[config.mk]
export PLATFORM = sky130hd
export DESIGN_NAME = posi_fetch
export DESIGN_NICKNAME = d
export VERILOG_FILES = /design/src/rtl/posi_fetch.sv
export SDC_FILE = /design/constraint.sdc
export NUM_CORES = 1
export LEC_CHECK = 0
export ABC_AREA = 0
export BUFFER_PORTS_ARGS = -buffer_cell sky130_fd_sc_hd__buf_2
export CELL_PAD_IN_SITES_DETAIL_PLACEMENT = 1
export CELL_PAD_IN_SITES_GLOBAL_PLACEMENT = 2
export CORE_MARGIN = 10
export CORE_UTILIZATION = 30
export DETAILED_ROUTE_END_ITERATION = 7
export GPL_TIMING_DRIVEN = 0
export MAX_ROUTING_LAYER = met4
export PLACE_DENSITY_LB_ADDON = 0.1
export SYNTH_ARGS = -nofsm -noshare
export SYNTH_HDL_FRONTEND = slang
export SYNTH_SLANG_ARGS = --single-unit
[constraint.sdc]
create_clock -name clk -period 7.7 [get_ports clk]
set_input_delay 1.54 -clock clk [delete_from_list [all_inputs] [get_ports clk]]
set_output_delay 1.54 -clock clk [all_outputs]
set_load 0.01 [all_outputs]
[src/rtl/posi_fetch.sv]
// posi_fetch: gathers the top/top-right/left/left-below/top-left neighbour samples
// of one 4x4 block from the row, column and frame-line RAMs.
`ifndef PIXEL_WIDTH
`define PIXEL_WIDTH 8
`endif
`ifndef PIC_X_WIDTH
`define PIC_X_WIDTH 7
`endif
module posi_fetch #(
  parameter int PIXEL_WIDTH = `PIXEL_WIDTH,
  parameter int PIC_X_WIDTH = `PIC_X_WIDTH
) (
  input  logic                       clk,
  input  logic                       rst,
  input  logic                       start_i,
  input  logic [3:0]                 blk_4x4_x_i,
  input  logic [3:0]                 blk_4x4_y_i,
  input  logic [PIC_X_WIDTH-1:0]     ctu_x_cur_i,
  input  logic                       ctu_x_first_i,
  input  logic                       ctu_x_last_i,
  input  logic                       ctu_y_first_i,
  output logic                       row_rd_ena_o,
  output logic [7:0]                 row_rd_adr_o,
  input  logic [PIXEL_WIDTH*4-1:0]   row_rd_dat_i,
  output logic                       col_rd_ena_o,
  output logic [7:0]                 col_rd_adr_o,
  input  logic [PIXEL_WIDTH*4-1:0]   col_rd_dat_i,
  output logic                       fra_rd_ena_o,
  output logic [PIC_X_WIDTH+3:0]     fra_rd_adr_o,
  input  logic [PIXEL_WIDTH*4-1:0]   fra_rd_dat_i,
  output logic [PIXEL_WIDTH*8-1:0]   ref_top_o,
  output logic [PIXEL_WIDTH*8-1:0]   ref_lft_o,
  output logic [PIXEL_WIDTH-1:0]     ref_tl_o,
  output logic [4:0]                 avail_o,
  output logic                       done_o
);
  localparam logic [PIXEL_WIDTH*4-1:0] FILL = {4{1'b1, {(PIXEL_WIDTH-1){1'b0}}}};
  typedef enum logic [2:0] {IDLE, RD_T, RD_TR, RD_L, RD_LB, RD_TL, FIN} state_t;
  state_t st, nx;
  logic [3:0] bx, by, bxi, bxd, byi, byd;
  logic [PIC_X_WIDTH-1:0] cx, cxi, cxd;
  logic xf, xl, yf;
  logic av_t, av_tr, av_l, av_lb, av_tl;
  logic row_t, row_tr, row_tl, col_l, col_lb, col_tl, fra_t, fra_tr, fra_tl;
  always_comb begin
    nx = st == IDLE ? (start_i ? RD_T : IDLE) : st == FIN ? IDLE : state_t'(st + 3'd1);
    bxi = bx + 4'd1;
    bxd = bx - 4'd1;
    byi = by + 4'd1;
    byd = by - 4'd1;
    cxi = cx + PIC_X_WIDTH'(1);
    cxd = cx - PIC_X_WIDTH'(1);
    av_t = by != 0 || !yf;
    av_tr = by != 0 ? bx != 15 : !yf && !(bx == 15 && xl);
    av_l = bx != 0 || !xf;
    av_lb = bx == 0 && by != 15 && !xf;
    av_tl = (bx != 0 || !xf) && (by != 0 || !yf);
    row_t = st == RD_T && by != 0;
    row_tr = st == RD_TR && by != 0 && bx != 15;
    row_tl = st == RD_TL && by != 0 && bx != 0;
    col_l = st == RD_L && av_l;
    col_lb = st == RD_LB && av_lb;
    col_tl = st == RD_TL && by != 0 && bx == 0 && !xf;
    fra_t = st == RD_T && by == 0 && !yf;
    fra_tr = st == RD_TR && by == 0 && av_tr;
    fra_tl = st == RD_TL && by == 0 && av_tl;
    row_rd_ena_o = row_t || row_tr || row_tl;
    col_rd_ena_o = col_l || col_lb || col_tl;
    fra_rd_ena_o = fra_t || fra_tr || fra_tl;
    row_rd_adr_o = row_t ? {byd, bx} : row_tr ? {byd, bxi} : row_tl ? {byd, bxd} : 8'd0;
    col_rd_adr_o = col_l ? {bxd, by} : col_lb ? {4'd15, byi} : col_tl ? {4'd15, byd} : 8'd0;
    fra_rd_adr_o = fra_t ? {cx, bx} : fra_tr ? {(bx == 15 ? cxi : cx), bxi} :
                   fra_tl ? {(bx == 0 ? cxd : cx), bxd} : '0;
  end
  always_ff @(posedge clk or posedge rst) begin
    if (rst) st <= IDLE;
    else st <= nx;
  end
  // each segment lands one cycle after the state that issued its read
  always_ff @(posedge clk or posedge rst) begin
    if (rst) begin
      bx <= '0;
      by <= '0;
      cx <= '0;
      xf <= 1'b0;
      xl <= 1'b0;
      yf <= 1'b0;
      ref_top_o <= '0;
      ref_lft_o <= '0;
      ref_tl_o <= '0;
      avail_o <= '0;
      done_o <= 1'b0;
    end else begin
      done_o <= st == FIN;
      if (st == IDLE && start_i) begin
        bx <= blk_4x4_x_i;
        by <= blk_4x4_y_i;
        cx <= ctu_x_cur_i;
        xf <= ctu_x_first_i;
        xl <= ctu_x_last_i;
        yf <= ctu_y_first_i;
      end
      if (st == RD_TR) begin
        ref_top_o[PIXEL_WIDTH*8-1:PIXEL_WIDTH*4] <= av_t ? (by != 0 ? row_rd_dat_i : fra_rd_dat_i) : FILL;
        avail_o[3] <= av_t;
      end
      if (st == RD_L) begin
        ref_top_o[PIXEL_WIDTH*4-1:0] <= av_tr ? (by != 0 ? row_rd_dat_i : fra_rd_dat_i) : FILL;
        avail_o[2] <= av_tr;
      end
      if (st == RD_LB) begin
        ref_lft_o[PIXEL_WIDTH*8-1:PIXEL_WIDTH*4] <= av_l ? col_rd_dat_i : FILL;
        avail_o[1] <= av_l;
      end
      if (st == RD_TL) begin
        ref_lft_o[PIXEL_WIDTH*4-1:0] <= av_lb ? col_rd_dat_i : FILL;
        avail_o[0] <= av_lb;
      end
      if (st == FIN) begin
        ref_tl_o <= !av_tl ? FILL[PIXEL_WIDTH-1:0] :
                    by != 0 && bx != 0 ? row_rd_dat_i[PIXEL_WIDTH-1:0] :
                    by != 0 ? col_rd_dat_i[PIXEL_WIDTH-1:0] : fra_rd_dat_i[PIXEL_WIDTH-1:0];
        avail_o[4] <= av_tl;
      end
    end
  end
endmodule

# After elaboration in Yosys (flattened, before gate mapping)

Index checks and enable logic that the tools add are counted.

Register bits after elaboration: 163
Input port bits: 117
Output and inout bits: 172
Word-level logic and storage cells: 95

Add/subtract/negate cells: 7
Equality and inequality tests: 9
Multiplexer cells: 23
Reductions and logical operators: 38

Operator list:

| operator            | count |
|---|---|
| $mux 32             | 5 |
| $mux 8              | 9 |
| $mux 11             | 3 |
| $logic_and 1x1->1   | 22 |
| $mux 7              | 2 |
| $eq 3x3->1 const B  | 3 |
| $add 4x1->4 const B | 2 |
| $logic_not 4->1     | 2 |
| $logic_or 1x1->1    | 8 |
| $ne 4x4->1 const B  | 2 |
| $reduce_bool 4->1   | 2 |
| $sub 4x1->4 const B | 2 |
| $add 7x1->7 const B | 1 |
| $sub 7x1->7 const B | 1 |
| $eq 3x2->1 const B  | 2 |
| $mux 3              | 2 |
| $eq 4x4->1 const B  | 1 |
| $add 3x1->3 const B | 1 |
| $eq 3x1->1 const B  | 1 |
| $logic_not 1->1     | 3 |
| $logic_not 3->1     | 1 |
| $mux 1              | 2 |

# Depth between registers and ports, before layout

Gate-level depths: netlist (run 1).

Depth after elaboration: 8
Mapped depth: 10
Gate-level depth less buffers: 6

# Worst setup path after synthesis (run 1)

OpenSTA, ideal clock, no wires.

Path kind: reg2out
From: reg bx[0]
To: out fra_rd_adr_o[6]
Arrival time: 2.143 ns
Slack: 4.017 ns
Cell stages (with the launch flop): 10
Buffers on the path: 3
Path through: dfrtp_1 clkbuf_1 inv_1 ha_1 buf_6 or3b_4 buf_6 or3_1 a211oi_1 a221o_1

Longest elaborated chain between the ends: 8
Elaborated cells on any way between the ends: 17
Classes of those cells: eq/ne: 2; mux: 6; reduce/logical: 9

RTL lines:

| element                  | RTL line | text |
|---|---|---|
| start: declaration       | 40       | `logic [3:0] bx, by, bxi, bxd, byi, byd;` |
| start signal: assignment | 96       | `bx <= blk_4x4_x_i;` |
| $eq 4x4->1               | 54, 72   |  |
| $logic_and 1x1->1        | 54       | `av_tr = by != 0 ? bx != 15 : !yf && !(bx == 15 && xl);` |
| $logic_not 1->1          | 54       |  |
| $logic_and 1x1->1        | 54       |  |
| $mux 1                   | 54       |  |
| $logic_and 1x1->1        | 65       | `fra_tr = st == RD_TR && by == 0 && av_tr;` |
| $mux 11 * (2 in a row)   | 72       | `fra_rd_adr_o = fra_t ? {cx, bx} : fra_tr ? {(bx == 15 ? cxi : cx), bxi} :` |
| end: declaration         | 29       | `output logic [PIC_X_WIDTH+3:0] fra_rd_adr_o,` |

Mark *: on every way between the ends. The rest lies on a longest branch, timed or not.

# Final worst setup path (run 1)

From: reg by[0]
To: out row_rd_adr_o[2]

Longest elaborated chain between the ends: 6
Elaborated cells on any way between the ends: 9
Classes of those cells: mux: 3; reduce/logical: 6

RTL lines:

| element                        | RTL line   | text |
|---|---|---|
| start: declaration             | 40         |  |
| start signal: assignment       | 97         | `by <= blk_4x4_y_i;` |
| $reduce_bool 4->1 *            | 58, 59, 60 |  |
| $logic_and 1x1->1 (2 in a row) | 60         | `row_tl = st == RD_TL && by != 0 && bx != 0;` |
| $mux 8 (2 in a row)            | 70         | `row_rd_adr_o = row_t ? {byd, bx} : row_tr ? {byd, bxi} : row_tl ? {byd, bxd} : 8'd0;` |
| $mux 8 *                       | 70         |  |
| end: declaration               | 23         | `output logic [7:0] row_rd_adr_o,` |

Marks and branches as above.

==> results of run 1 <==
[layout by cell type (no fill, tap or decap), drive strengths merged, types with 3 or more instances in the layout]
master / netlist / layout
or4: 3 / 3
or3b: 6 / 6
a21oi: 11 / 11
clkbuf: 36 / 53
o22a: 8 / 8
o211ai: 4 / 4
nand3b: 4 / 4
o22ai: 30 / 30
xnor2: 3 / 3
a21boi: 8 / 8
nand3: 9 / 9
nor4: 7 / 7
buf: 32 / 321
o31ai: 5 / 5
diode: 0 / 4
and3: 4 / 4
nand4: 4 / 4
a211oi: 10 / 10
a22o: 65 / 65
mux2: 12 / 12
nor3: 16 / 16
a31oi: 8 / 8
a221oi: 30 / 30
dfrtp: 163 / 163
nand2b: 3 / 3
mux2i: 30 / 30
inv: 40 / 48
nand2: 47 / 47
ha: 7 / 7
nor3b: 6 / 6
clkinv: 0 / 6
o21ai: 28 / 28
nor2: 93 / 93
[cell families after synthesis]
group	after synthesis	share of synthesized area, %
simple gates	216	13.7
mux	42	5.50
flops	163	51.5
xor+xnor	5	0.554
buf+inv	108	6.10
compound gates	224	21.5
fa+ha+maj	7	1.11
[power breakdown]
part | internal [mW] | switching, mW
Sequential | 1.23 | 0.227
Clock | 0.448 | 0.454
Combinational | 0.858 | 1.35
[metrics by stage]
step | worst slack [ns] | instance area, µm²
3_5_place_dp | 3.18 | 9810
5_1_grt | 2.58 | 10400
2_1_floorplan | 1.76 | 7910
3_3_place_gp | -0.753 | 9770
4_1_cts | 2.69 | 10400
6_report | 2.77 | 10400
[worst max path at each step]
stage / start / endpoint / cells after the start
2_1_floorplan: rst / avail_o[0] / 1
3_3_place_gp: rst / ref_lft_o[17] / 2
3_5_place_dp: by[0] / row_rd_adr_o[2] / 8
4_1_cts: by[0] / row_rd_adr_o[2] / 8
5_1_grt: by[0] / row_rd_adr_o[2] / 8
6_report: by[0] / row_rd_adr_o[2] / 8
[cell type report]
cell class	instances	area [µm²]
sequential	163	4080
tap	335	419
clock buffer	17	425
fill	3041	15500
inverter	40	158
clock inverter	15	198
antenna	4	10.0
buffer	68	333
timing repair buffer	289	1470
multi-input combinational	494	3350
[flip-flops by register name, indices dropped and copies added (netlist names), 3 cells and up]
register and flops:
avail_o 5, ref_tl_o 8, ref_top_o 64, by 4
bx 4, cx 7, ref_lft_o 64, st 3
[cells in the mapped netlist, types with 3 or more instances]
library cell  instances
dfrtp_1             163
nor2_1               92
a22o_1               65
nand2_1              47
inv_1                40
clkbuf_1             36
a221oi_1             30
mux2i_1              30
o22ai_1              30
o21ai_0              26
buf_2                20
nor3_1               14
mux2_2               12
a21oi_1              11
a211oi_1              9
nand3_1               9
a21boi_0              8
a31oi_1               8
o22a_1                8
buf_6                 7
ha_1                  7
nor4_1                6
buf_1                 5
o31ai_1               5
and3_1                4
nand3b_1              4
nand4_1               4
nor3b_1               4
o211ai_1              4
nand2b_1              3
or3b_2                3
xnor2_1               3
[metal layers]
metal	vias up	GRT usage (%)	wire [µm]
met5	-	-	0
met4	0	3.77	256
met3	18	5.93	2200
met2	238	31.4	15300
met1	3668	25.4	15200
li1	3424	-	-
[worst max-delay path, stage by stage, from the launching register on]
cell      delay, ns
dfrtp_1        0.51
inv_1          0.14
ha_1           0.32
or3b_1         0.19
buf_2          0.23
clkbuf_1       0.48
clkbuf_1       0.61
o311a_1        0.33
buf_2          0.15
==> flow_summary_export.csv, run 1 <==
group,metric,value,unit
cts,clk_pin_slew,0.07,ns
synthesis,synth_area_leaders,"dfrtp_1, a22o_1, nor2_1",
global_route,grt_pass1_wl,51.1,mm
setup_path,r2r_end,"ref_top_o[1]",
cts,cts_buffer_depth,2,
final_layout,syn2layout_area_growth,32.0,%
placement,port_buffers,288,
synthesis,yosysWarnings,0,
global_route,gr-total-overflow,0,
min_path,hold_class,"flip-flop to flip-flop",
global_route,first_global_vias,8267,
setup_path,r2r-start,"by[0]",
cts,cts_made_buffers,17,
synthesis,synth-async-reset-ratio,100,%
flow_run,drv_cap,0,
cts,root_buffer,"clkbuf_16",
synthesis,synth_edf_count,0,
placement,dp_cells,1389,
die,rows,59,
pwr,worst_ir_drop_vdd,160,µV
setup_path,regToRegSetupSlack,4.79,ns
synthesis,ys_seq_area_share,51.5,%
final_layout,finalNonFillerCells,1425,
timing,rsz0062_at_grt,"false",
timing,tns,0,ns
pwr,powerDensity,437,nW/µm²
timing,skew,0.0182,ns
cts,cts_tree,"built",
cts,cts_setup_buffers,0,
cts,postCtsResizedCells,0,
pwr,p_leak,5.18,nW
global_route,grt_util_all_layers,20.1,%
timing,worst_slew_margin_rel,27.8,%
timing,period_minus_slack,4.93,ns
setup_path,cp-start-kind,"flip-flop",
synthesis,yosys.area.top_type,"dfrtp_1",
global_route,antenna_found_initial,4,
cts,htreeDepth,4,
timing,post-route-period-util,64.0,%
die,chipWidth,182,µm
synthesis,syn-instance-count,765,
timing,fmax,203,MHz
synthesis,avgSynthCellArea,10.3,µm²
die,num_io_pins,289,
setup_path,crit_type,"flip-flop to output port",
synthesis,synth_flop_cell,"dfrtp_1",
routing,vias_per_cell,5.16,
setup_path,crit_fanout,10,
min_path,hp-start,"avail_o[0]",
setup_path,arrival,3.39,ns
timing,whs,0.483,ns
timing,worst_slew_pin_slew,1.08,ns
synthesis,ys_ff_latch,163,
min_path,hold_depth,2,
die,coreArea,26000,µm²
setup_path,r2r.worst_path.cells,8,
die,die_h,182,µm
routing,routed_wirelength,32.9,mm
timing,setup_viol,0,
die,die_area,33300,µm²
global_route,grt_max_degree,84,
routing,dr.first_iter.drc_count,460,
placement,dp_hpwl,24.9,mm
routing,wl_per_cell,23.1,µm
cts,worstSkewPairLatency,0.44,ns
synthesis,synth_top_area_share,51.5,%
cts,clkSinkCount,163,
synthesis,syn_nets,889,
final_layout,fin_util,40.2,%
routing,first_pass_iters,5,
timing,finalMaxSlewViolations,0,
die,start_util,30.5,%
placement,place_congestion,0.796,
synthesis,synthesis.area,7910,µm²
timing,final_hold_viol_count,0,
setup_path,critPathCaptureType,"output port",
setup_path,required,6.16,ns
final_layout,drive_above_1_share,34.8,%
outcome,status,"finished clean",
routing,drcViolationCount,0,
synthesis,synth_cell_types,65,
final_layout,fin_nets,1197,
routing,ant_nets,0,
pwr,power,4.56,mW
cts,ctsHoldBuffers,0,
min_path,min_to,"avail_o[0]",
routing,vias,7348,
No activity file was read; power rests on OpenSTA's default activity.
==> run 2: changes to the inputs <==
ABC_AREA = 1   (was 0)
CORE_UTILIZATION = 25   (was 30)
clock period = 4 ns   (was 7.7 ns; I/O delays follow)
==> run 2 against run 1 <==
  * Sequential power up 84%
  * Non-clock buffer count down 24
  * Synthesized area down 3.3%
  * First-iteration DRC count down 43%
  * Final cell count up 16%
  * Sequential cell count unchanged
  * Utilization down 6.4 points
  * Total power up 67%
  * Critical path type unchanged
  * Critical endpoint is now row_rd_adr_o[1]
  * Highest routed layer unchanged
==> flow_summary_export.csv, run 2 <==
group,metric,value,unit
final_layout,layout_common_cells,"buf_2, nand2_1, dfrtp_1",
routing,vias,7284,
final_layout,fin_nets,1362,
die,die_h,195,µm
cts,cts_buffer_depth,2,
synthesis,ys_ff_latch,163,
routing,drcViolationCount,0,
cts,postCtsResizedCells,0,
synthesis,synth_top_area_share,53.3,%
final_layout,drive_above_1_share,30.6,%
routing,ant_nets,0,
placement,dp_hpwl,25.3,mm
timing,skew,0.0121,ns
synthesis,synth_edf_count,0,
timing,finalMaxSlewViolations,0,
placement,place_congestion,0.788,
global_route,gr-total-overflow,0,
routing,first_pass_iters,4,
min_path,hold_class,"flip-flop to flip-flop",
synthesis,yosys-top-cells-count,"nand2_1, dfrtp_1, o21ai_0",
synthesis,avgSynthCellArea,8.26,µm²
setup_path,arrival,2.82,ns
cts,root_buffer,"clkbuf_16",
timing,worst_slew_margin_rel,47.2,%
pwr,p_leak,5.56,nW
setup_path,required,3.20,ns
cts,worstSkewPairLatency,0.42,ns
routing,route.top_layer_used,"met4",
synthesis,synth.most_common_cell,"nand2_1",
synthesis,synthesis.area,7650,µm²
setup_path,path_cells,"inv_1, ha_1, buf_2, nand2_2, buf_4, nand2_1, nor2_1, nand2_1, o221ai_1, buf_2",
routing,met2_length,15.3,mm
routing,wl_per_cell,19.4,µm
cts,ctsHoldBuffers,0,
setup_path,slowest_delay,0.44,ns
final_layout,final_common_cell,"buf_2",
global_route,grt_pass1_wl,49.1,mm
cts,clk_pin_slew,0.08,ns
final_layout,final_area,10300,µm²
timing,rsz0062_at_grt,"false",
die,coreArea,30400,µm²
synthesis,synth_area_leaders,"dfrtp_1, nand2_1, o21ai_0",
die,num_io_pins,289,
global_route,grt_max_degree,39,
outcome,status,"finished clean",
global_route,first_global_vias,7838,
final_layout,reg_top3,"ref_lft_o x64, ref_top_o x64, ref_tl_o x8",
die,die_area,38000,µm²
cts,htreeDepth,4,
cts,clkSinkCount,163,
cts,cts_tree,"built",
cts,cts_made_buffers,17,
setup_path,critPathCaptureType,"output port",
die,rows,64,
synthesis,syn-instance-count,927,
setup_path,crit_family,"simple AND/OR/NAND/NOR gates",
routing,dr.first_iter.drc_count,261,
global_route,antenna_found_initial,1,
timing,worst_slew_pin_slew,0.791,ns
cts,cts_setup_buffers,0,
routing,routed_wirelength,32.0,mm
die,chipWidth,195,µm
synthesis,yosys.area.top_type,"dfrtp_1",
setup_path,cp-start-kind,"flip-flop",
setup_path,slowest_stage,"dfrtp_1",
placement,port_buffers,288,
global_route,grt_util_all_layers,17.0,%
flow_run,drv_cap,0,
setup_path,crit_fanout,10,
synthesis,synth_cell_types,36,
synthesis,synth_flop_cell,"dfrtp_1",
synthesis,ys_seq_area_share,53.3,%
timing,period_minus_slack,3.62,ns
synthesis,syn_nets,1051,
setup_path,crit_type,"flip-flop to output port",
timing,whs,0.479,ns
final_layout,syn2layout_area_growth,34.3,%
pwr,powerDensity,740,nW/µm²
synthesis,yosysWarnings,0,
routing,vias_per_cell,4.42,
routing,wirelength_met1,15.4,mm
timing,fmax,276,MHz
placement,place_area,9670,µm²
pwr,worst_ir_drop_vdd,233,µV
timing,setup_viol,0,
setup_path,worst-path-buf-inv,4,
routing,dr_wl_met3,1.08,mm
synthesis,synth-async-reset-ratio,100,%
timing,post-route-period-util,90.6,%
die,start_util,25.2,%
timing,final_hold_viol_count,0,
run 2: cells by family after synthesis:
family	share of synthesized area (%)
xor+xnor	0.801
buf+inv	8.16
compound gates	13.7
fa+ha+maj	1.14
mux	0.147
simple gates	22.8
flops	53.3
run 2: worst reg2reg max path: cells and delay by family, from the launching register on:
family,cells,cell delay [ns]
AO/OA/AOI/OAI,2,0.47
adder cells (fa/ha/maj),1,0.15
buffers and inverters,3,0.89
flip-flops,1,0.44
AND/OR/NAND/NOR,2,0.23
run 2: report_power, final:
group	internal, mW	switching [mW]
Sequential	2.29	0.391
Combinational	1.16	2.03
Clock	0.949	0.780
run 2: final timing paths:
check                               from               to  slack (ns)  cells past startpoint
max                                by[0]  row_rd_adr_o[1]        0.38                     10
min                        ref_lft_o[12]    ref_lft_o[12]        0.48                      2
max reg2reg                        st[2]    ref_top_o[26]        1.74                      8
min reg2reg                ref_lft_o[12]    ref_lft_o[12]        0.48                      2
max in group asynchronous            rst    ref_top_o[58]        2.57                      4
min in group asynchronous            rst    ref_lft_o[40]        0.51                      2
run 2: layer usage:
metal  vias up  track usage, %
met5         -               -
met4         0            2.77
met3        11            2.91
met2       165            27.4
met1      3523            22.2
li1       3585               -
run 2: area by class of cell:
cell class                 instances  area (µm²)
antenna                            1        2.50
sequential                       163        4080
buffer                            41         211
fill                            3774       20200
clock buffer                      19         433
timing repair buffer             292        1520
tap                              396         495
inverter                         110         417
clock inverter                    13         169
multi-input combinational        613        2950
run 2: stage by stage:
stage               setup TNS [ns]  instances  total power [mW]  utilization [%]  setup WS (ns)
floorplan                        0        927              4.49                -           1.13
global placement            -40.46       1611              5.95             31.5         -0.266
detailed placement               0       1615              5.99             31.8          0.769
CTS                              0       1647              7.77             33.8          0.283
global route                     0       1648              8.25             33.8          0.114
finish                           0       1648              7.60             33.8          0.376
==> run 3: changes to the inputs <==
PLACE_DENSITY = 0.86   (was unset)
PLACE_DENSITY_LB_ADDON = unset   (was 0.1)
==> run 3 against run 2 <==
  * Final cell count grew 0.12%
  * Maximum frequency rose by 1.9%
  * Register-to-register slack about the same
  * Total power decreased by 0.61%
  * Non-clock buffer count stayed put
  * Count of clock-buffer cells in the layout unchanged
  * Via count increased by 1.2%
  * Die area unchanged
  * Sequential cell count stayed put
  * Combinational power hardly changed
  * First-iteration DRC count is 23% higher
  * Largest power group unchanged
==> flow_summary_export.csv, run 3 (synthesized netlist as in run 2, its figures left out) <==
group,metric,value,unit
final_layout,syn2layout_area_growth,34.2,%
setup_path,required,3.20,ns
cts,clkSinkCount,163,
setup_path,crit_fanout,10,
timing,rsz0062_at_grt,"false",
setup_path,cp-start-kind,"flip-flop",
routing,ant_nets,0,
global_route,grt_util_all_layers,16.4,%
pwr,power,7.56,mW
final_layout,multi_input_area,2950,µm²
timing,finalMaxSlewViolations,0,
final_layout,finalNonFillerCells,1650,
timing,whs,0.447,ns
setup_path,crit_type,"flip-flop to output port",
global_route,antenna_found_initial,3,
timing,post-route-period-util,88.9,%
placement,dp_cells,1615,
routing,wl_per_cell,18.7,µm
cts,cts_buffer_depth,2,
final_layout,reg_top3,"ref_lft_o x64, ref_top_o x64, ref_tl_o x8",
global_route,grt_pass1_wl,47.9,mm
setup_path,r2r_end,"ref_top_o[25]",
routing,drcViolationCount,0,
global_route,gr-total-overflow,0,
timing,skew,0.0119,ns
routing,routed_wirelength,30.9,mm
setup_path,arrival,2.76,ns
cts,postCtsResizedCells,0,
cts,ctsHoldBuffers,0,
pwr,worst_ir_drop_vdd,317,µV
final_layout,regArea,4080,µm²
cts,clk_pin_slew,0.08,ns
die,die_h,195,µm
flow_run,drv_cap,0,
routing,vias,7368,
pwr,p_leak,5.55,nW
timing,tns,0,ns
die,num_io_pins,289,
die,start_util,25.2,%
die,rows,64,
timing,final_hold_viol_count,0,
cts,root_buffer,"clkbuf_16",
routing,dr.first_iter.drc_count,320,
placement,place_congestion,0.817,
final_layout,final_common_cell,"buf_2",
global_route,first_global_vias,7995,
final_layout,drive_above_1_share,30.7,%
timing,finalWorstSetupSlack,0.443,ns
cts,cts_tree,"built",
min_path,hold_class,"input pin to async pin",
pwr,powerDensity,736,nW/µm²
die,coreArea,30400,µm²
placement,port_buffers,288,
setup_path,critPathCaptureType,"output port",
setup_path,regToRegSetupSlack,1.75,ns
cts,cts_made_buffers,17,
final_layout,fin_util,33.7,%
timing,period_minus_slack,3.56,ns
cts,cts_setup_buffers,0,
final_layout,fin_nets,1362,
timing,fmax,281,MHz
placement,dpl_worst_slack,0.867,ns
final_layout,fillerInstances,3788,
routing,vias_per_cell,4.47,
final_layout,final_area,10300,µm²
die,die_area,38000,µm²
cts,htreeDepth,4,
routing,first_pass_iters,4,
timing,worst_slew_margin_rel,58.4,%
placement,dp_hpwl,24.8,mm
final_layout,layout_common_cells,"buf_2, nand2_1, dfrtp_1",
setup_path,r2r.worst_path.cells,8,
die,chipWidth,195,µm
cts,worstSkewPairLatency,0.42,ns
placement,place_area,9670,µm²
global_route,grt_max_degree,41,
setup_path,r2r-start,"st[2]",
outcome,status,"finished clean",
timing,worst_slew_pin_slew,0.622,ns
timing,setup_viol,0,
[run 3: final cells by class]
cell class                      count  share of cell area [%]
Multi-Input combinational cell    613                    28.7
Buffer                             41                    2.06
Antenna cell                        3                  0.0731
Clock buffer                       19                    4.31
Timing Repair Buffer              292                    14.8
Tap cell                          396                    4.83
Clock inverter                     13                    1.39
Sequential cell                   163                    39.7
Inverter                          110                    4.06
[run 3: worst max path at each step]
stage	cells after the start	slack (ns)	from	endpoint
finish	10	0.44	by[0]	row_rd_adr_o[2]
floorplan	1	1.13	rst	avail_o[0]
detailed placement	10	0.87	by[0]	row_rd_adr_o[2]
global route	10	0.18	by[0]	row_rd_adr_o[2]
global placement	2	-0.07	rst	ref_top_o[23]
CTS	10	0.40	by[0]	row_rd_adr_o[2]
[run 3: worst max-delay path, stage by stage, from the launching register on]
cell and delay (ns):
dfrtp_1 0.45, inv_1 0.14, ha_1 0.21, buf_2 0.17, nand2_2 0.26, buf_4 0.29
nand2_1 0.15, nor2_1 0.28, nand2_1 0.09, o221ai_1 0.11, buf_2 0.18
[run 3: power by group]
part	internal, mW	switching, mW	leakage, nW	total [mW]
clock network	0.899	0.761	0.280	1.66
registers	2.29	0.408	2.00	2.70
logic	1.16	2.04	3.27	3.20
[run 3: layer usage]
| layer | wire length, µm | vias to the layer above | GRT usage [%] |
|---|---|---|---|
| li1 | - | 3600 | - |
| met1 | 14200 | 3593 | 20.7 |
| met2 | 15300 | 162 | 26.9 |
| met3 | 1060 | 13 | 2.88 |
| met4 | 316 | 0 | 3.45 |
| met5 | 0 | - | - |
